<file path="src/rtl/vector_exec.sv">
// vector_exec: five-lane, 32-bit vector ALU that streams one element per
// cycle into a register-file write port.
//
// A start in IDLE latches both operand vectors, the opcode, the clamped
// element count and the destination base register. EXEC then issues
// element i to register (wa_base + i) mod 16. DONE raises a one-cycle
// completion pulse before the block returns to IDLE.
//
// Ports:
//   clk      in   1    rising-edge clock
//   reset    in   1    asynchronous active-high reset
//   start    in   1    request an operation (sampled only in IDLE)
//   op       in   2    00 ADD, 01 SUB, 10 AND, 11 ORR
//   vlen     in   4    element count, values above 5 clamp to 5
//   VsrcA    in   160  lanes A0..A4, lane i at bits [32i+31:32i]
//   VsrcB    in   160  lanes B0..B4, same packing
//   wa_base  in   4    destination base register
//   we3      out  1    register-file write enable
//   wa3      out  4    register-file write address
//   wd3      out  32   register-file write data
//   busy     out  1    high in EXEC and DONE
//   done     out  1    one-cycle completion pulse
//
// Build option: define VEXEC_SAT_EN to make ADD/SUB signed-saturating.
// Without it, ADD/SUB wrap modulo 2^32.

`timescale 1ns/1ps

module vector_exec #(
    parameter int DATA_W = 32
) (
    input  logic                clk,
    input  logic                reset,
    input  logic                start,
    input  logic [1:0]          op,
    input  logic [3:0]          vlen,
    input  logic [5*DATA_W-1:0] VsrcA,
    input  logic [5*DATA_W-1:0] VsrcB,
    input  logic [3:0]          wa_base,
    output logic                we3,
    output logic [3:0]          wa3,
    output logic [DATA_W-1:0]   wd3,
    output logic                busy,
    output logic                done
);

    localparam int LANES = 5;

    typedef enum logic [1:0] {IDLE, EXEC, DONE} state_t;

    state_t                state, state_nx;
    logic [5*DATA_W-1:0]   a_p0, b_p0;
    logic [1:0]            op_p0;
    logic [2:0]            len_p0;
    logic [2:0]            cnt_p0;
    logic [3:0]            base_p0;
    logic [2:0]            vlen_c;
    logic                  vld_p0;
    logic signed [DATA_W-1:0] lane_a, lane_b;
    logic [3:0]            addr;

    // ADD/SUB on signed lanes. When saturation is enabled, the sum is formed
    // one bit wider, so overflow shows up as the top two bits disagreeing.
    function automatic logic signed [DATA_W-1:0] arith(
        input logic signed [DATA_W-1:0] x,
        input logic signed [DATA_W-1:0] y,
        input logic                     sub
    );
`ifdef VEXEC_SAT_EN
        logic signed [DATA_W:0] s;
        s = sub ? ({x[DATA_W-1], x} - {y[DATA_W-1], y})
                : ({x[DATA_W-1], x} + {y[DATA_W-1], y});
        if (s[DATA_W] != s[DATA_W-1])
            return s[DATA_W] ? {1'b1, {(DATA_W-1){1'b0}}} : {1'b0, {(DATA_W-1){1'b1}}};
        return s[DATA_W-1:0];
`else
        return sub ? (x - y) : (x + y);
`endif
    endfunction

    function automatic logic signed [DATA_W-1:0] alu(
        input logic [1:0]               o,
        input logic signed [DATA_W-1:0] x,
        input logic signed [DATA_W-1:0] y
    );
        case (o)
            2'b00:   return arith(x, y, 1'b0);
            2'b01:   return arith(x, y, 1'b1);
            2'b10:   return x & y;
            default: return x | y;
        endcase
    endfunction

    assign vlen_c = (vlen > 4'd5) ? 3'd5 : vlen[2:0];
    assign vld_p0 = (state == EXEC);
    assign addr   = base_p0 + {1'b0, cnt_p0};

    // Operand latch / element counter
    always_ff @(posedge clk or posedge reset) begin
        if (reset) begin
            state   <= IDLE;
            cnt_p0  <= '0;
            a_p0    <= '0;
            b_p0    <= '0;
            op_p0   <= '0;
            len_p0  <= '0;
            base_p0 <= '0;
        end else begin
            state <= state_nx;
            if (state == IDLE && start) begin
                a_p0    <= VsrcA;
                b_p0    <= VsrcB;
                op_p0   <= op;
                len_p0  <= vlen_c;
                base_p0 <= wa_base;
                cnt_p0  <= '0;
            end else if (state == EXEC) begin
                cnt_p0 <= cnt_p0 + 3'd1;
            end
        end
    end

    always_comb begin
        lane_a = '0;
        lane_b = '0;
        for (int i = 0; i < LANES; i++) begin
            if (cnt_p0 == 3'(i)) begin
                lane_a = a_p0[i*DATA_W +: DATA_W];
                lane_b = b_p0[i*DATA_W +: DATA_W];
            end
        end
    end

    // Element issue: outputs are combinational from latched state and cnt
    always_comb begin
        state_nx = state;
        we3      = 1'b0;
        wa3      = '0;
        wd3      = '0;
        busy     = 1'b0;
        done     = 1'b0;
        case (state)
            IDLE: begin
                if (start)
                    state_nx = (vlen_c != 3'd0) ? EXEC : DONE;
            end
            EXEC: begin
                busy = 1'b1;
                wa3  = addr;
                wd3  = alu(op_p0, lane_a, lane_b);
                // r15 is the PC: the element still takes its cycle but is not written.
                we3  = vld_p0 && (addr != 4'hF);
                if (cnt_p0 == len_p0 - 3'd1)
                    state_nx = DONE;
            end
            DONE: begin
                busy     = 1'b1;
                done     = 1'b1;
                state_nx = IDLE;
            end
            default: state_nx = IDLE;
        endcase
    end

endmodule

</file>
<file path="config.mk">
export PLATFORM = sky130hd
export DESIGN_NAME = vector_exec
export DESIGN_NICKNAME = d
export VERILOG_FILES = /design/src/rtl/vector_exec.sv
export SDC_FILE = /design/constraint.sdc
export NUM_CORES = 1
export LEC_CHECK = 0
export CAP_MARGIN = 20
export CORE_MARGIN = 2
export CORE_UTILIZATION = 57
export CTS_CLUSTER_SIZE = 16
export DETAILED_ROUTE_END_ITERATION = 10
export GPL_TIMING_DRIVEN = 0
export PLACE_DENSITY_LB_ADDON = 0.1
export SLEW_MARGIN = 20
export SYNTH_ARGS = -nofsm -noshare
export SYNTH_HDL_FRONTEND = slang
export SYNTH_SLANG_ARGS = --single-unit
</file>
<file path="constraint.sdc">
create_clock -name clk -period 31.5 [get_ports clk]
set_input_delay 4.725 -clock clk [delete_from_list [all_inputs] [get_ports clk]]
set_output_delay 4.725 -clock clk [all_outputs]
set_load 0.01 [all_outputs]
</file>
==> summary.txt <==
Outcome
  – Status: completed

Clock tree
  – CTS sink count: 334
  – Clock latency at the later pin of the worst-skew pair: around 560 ps
  – Number of gates resized after CTS: 0
  – CTS H-tree lvls: 2
  – CTS max path bufs: 3
  – CTS tree: yes
  – CTS clk-pin slew, worst paths: about 60 ps
  – TritonCTS buffer count: 36
  – CTS Root Cell: clkbuf_16
  – CTS Hold Buffers Added: 0
  – Post-CTS Setup Bufs: 0

Floorplanning
  – Initial Utilization: about three fifths
  – Cell row count: 65
  – Die Area: 33710 µm²
  – Die Ht: between 150 and 200 µm
  – Die width: roughly 180 µm
  – I/O pin total: 372
  – Core ar.: between 30000 and 40000 µm²

Timing
  – Worst-margin pin slew: approximately 1300 ps
  – Final hold violation count: 0
  – Setup repair after global routing missed its margin: false
  – Hold_ws: between 400 and 500 ps
  – Final TNS setup: 0 ps
  – Max-slew violations: 0
  – Skew final: around 17 ps
  – Final setup fails: 0
  – Crit share post-route: 42.89%
  – Min Tclk post-route: around 14000 ps
  – Maximum clock frequency: roughly 74 MHz
  – Slew margin rel.: ~14%
  – Setup WS post-layout: approximately 18000 ps

Yosys
  – Cell variety after synth: between 70 and 80
  – Synth Cell Area: 18390 µm²
  – Sequential-to-total area share from yosys stat: a little under half
  – Number of enable flip-flop cells after synthesis: 0
  – Yosys synthesis warning count: 0
  – Avg Cell Area, Syn: about 7.8 µm²
  – Syn Inst Count: 2344
  – Predominant post-synthesis flop cell: dfrtp_1
  – Synth Net Count: about 2700
  – Synth Register Bits: 334
  – Asr flop ratio synth: 100.0%

Placement
  – PortBufs: 371
  – Post-DP HPWL: 55590 µm
  – Global placement routability congestion: 1.048
  – Setup WS pre-CTS: roughly 19000 ps

Global route
  – Initial antenna violation count: 2
  – Number of global-route vias before repair: approximately 19000
  – Largest net degree at the start of global routing: about 100
  – First-pass GRT wire length: roughly 110000 µm
  – Remaining global-route overflow: 0
  – All-layer global routing usage: between 40% and 50%

Setup path
  – Worst EP required: around 27000 ps
  – CP most frequent cell: buf_1
  – CP max FO: 10
  – Slowest stage delay, CP: around 560 ps
  – Arrival @ worst endpoint: ~9000 ps
  – CP cell instances: buf_6 -> clkbuf_1 -> inv_1 -> ha_1 -> clkbuf_1 -> buf_2 -> buf_1 -> buf_1 -> buf_1 -> a21oi_1 -> o21ai_0 -> ha_1 -> o311a_1 -> o32a_1 -> a2bb2oi_1 -> o31ai_1 -> o221a_2 -> o31a_1 -> or4b_1 -> a31oi_1 -> clkdlybuf4s50_1
  – CP Class: reg -> out
  – Startpoint types: flip-flop
  – CP max-delay cell: o21ai_0
  – Crit path capture type: output port

Pwr
  – Leak Pwr: roughly 11 nW
  – Switching pwr: roughly 1.7 mW
  – Sequential power share: about 23%
  – Internal power: between 1.5 and 2 mW
  – Clock network fraction of design power: 13.1%
  – Sw Share: 50.16%
  – Power Total: 3.303 mW
  – Pwr per Cell Area: 138.3 nW/µm²
  – Worst VDD drop: between 0.06 and 0.07 mV
  – Comb power frac: 63.7%

Detailed routing
  – Total number of vias: approximately 20000
  – Routed wire length per instance: between 20 and 25 µm
  – Antenna Nets Post-Route: 0
  – DR iter-0 viols: 2822
  – Final WL: around 75000 µm
  – Via density: 6.311
  – # DRC: 0
  – 1st-pass router iterations: 7

Finish
  – Most frequent cells in the layout: nand2_1, clkdlybuf4s50_1, dfrtp_1
  – Share of layout cells above drive strength 1: under 10%
  – Layout area overhead: 29.90%
  – # fillers: 2144
  – Nets@finish: about 3100
  – Most common cell after layout, fill and taps aside: nand2_1

Run
  – Number of max-cap violations: 0

Hold path
  – Type of the most critical hold path: reg -> reg
[final timing paths]
| kind | slack, ps | depth (start not counted) | endpoint | from |
|---|---|---|---|---|
| setup / recovery | 17990 | 21 | wd3[29] | cnt_p0[2] |
| hold / removal | 470 | 2 | b_p0[103] | b_p0[103] |
| setup reg to reg | 28040 | 8 | b_p0[2] | state[1] |
| hold reg to reg | 470 | 2 | b_p0[103] | b_p0[103] |
| max in group asynchronous | 25660 | 4 | b_p0[48] | reset |
| min in group asynchronous | 4560 | 2 | a_p0[14] | reset |
[worst max-delay path: cells and delay by family (launching register included)]
family,cells,cell delay (ps)
fa+ha+maj,2,880
flops,1,460
compound gates,9,2880
buf+inv,9,3540
simple gates,1,480
[cell families (layout without fill, tap and decap cells)]
family	count (synthesis)	in the layout	synth area share, %
multiplexers	1	1	0.05444
XOR/XNOR	52	52	2.477
AND/OR/NAND/NOR	1303	1303	28.94
buffers and inverters	191	627	4.239
flip-flops	334	334	45.45
adder cells (fa/ha/maj)	63	63	4.164
AO/OA/AOI/OAI	400	400	14.68
other	0	2	0
[layout make-up]
class	count	area [µm²]	area share [%]
tap	402	503.0	2.106
sequential	334	8358	34.99
multi-input combinational	1819	9251	38.73
antenna	2	5.005	0.02095
inverter	39	153.9	0.6443
clock buffer	56	1117	4.677
buffer	152	633.1	2.650
clock inverter	6	70.07	0.2933
timing repair buffer	374	3796	15.89
[routing by layer]
metal | global-route usage [%] | wire (µm) | part of all wire (%)
met1 | 57.68 | 27430 | 36
met2 | 68.68 | 33130 | 44
met3 | 12.70 | 10150 | 13
met4 | 22.53 | 4634 | 6.1
met5 | 2.074 | 94 | 0.12
[stage by stage]
stage | cell area [µm²] | utilization [%] | std cells
floorplan | 18390 | - | 2344
global placement | 22610 | 71.45 | 3117
detailed placement | 22700 | 71.74 | 3120
CTS | 23880 | 75.49 | 3182
global route | 23890 | 75.51 | 3184
finish | 23890 | 75.51 | 3184
[registers in the layout, summed over array words and instances (netlist names)]
name	cells
b_p0	160
op_p0	2
len_p0	3
a_p0	160
cnt_p0	3
state	2
base_p0	4
[synth_stat cells, drive strengths merged, types with 5 or more instances]
cell type	number	area share [%]
a211o	6	0.29
nor2b	24	0.82
and2	9	0.32
inv	38	0.78
nand2	1039	21
or2	5	0.17
o311ai	5	0.24
clkbuf	122	2.5
a21oi	102	2.8
maj3	15	0.82
a21o	17	0.69
xor2	18	0.86
nor4	5	0.20
dfrtp	334	45
or4	5	0.20
a211oi	24	1.0
nand2b	7	0.24
nand4	8	0.31
and3	17	0.58
o21bai	6	0.24
or3	8	0.30
a22oi	7	0.29
nand3	12	0.33
o21a	19	0.78
nor3	50	1.4
nor2	90	1.8
o31ai	6	0.24
buf	30	0.95
xnor2	34	1.6
nand3b	18	0.73
a31oi	18	0.61
ha	46	3.1
o21ai	95	2.6
a221oi	57	3.1
[power groups by stage]
stage / clock network (mW) / logic (mW) / registers [mW]
global route: 0.444 / 2.26 / 0.780
CTS: 0.426 / 2.03 / 0.757
finish: 0.433 / 2.10 / 0.765
floorplan: 0 / 1.36 / 0.721
global placement: 0 / 1.96 / 0.746
detailed placement: 0 / 2.00 / 0.758
Note: power is estimated with default switching activity, not from simulation.
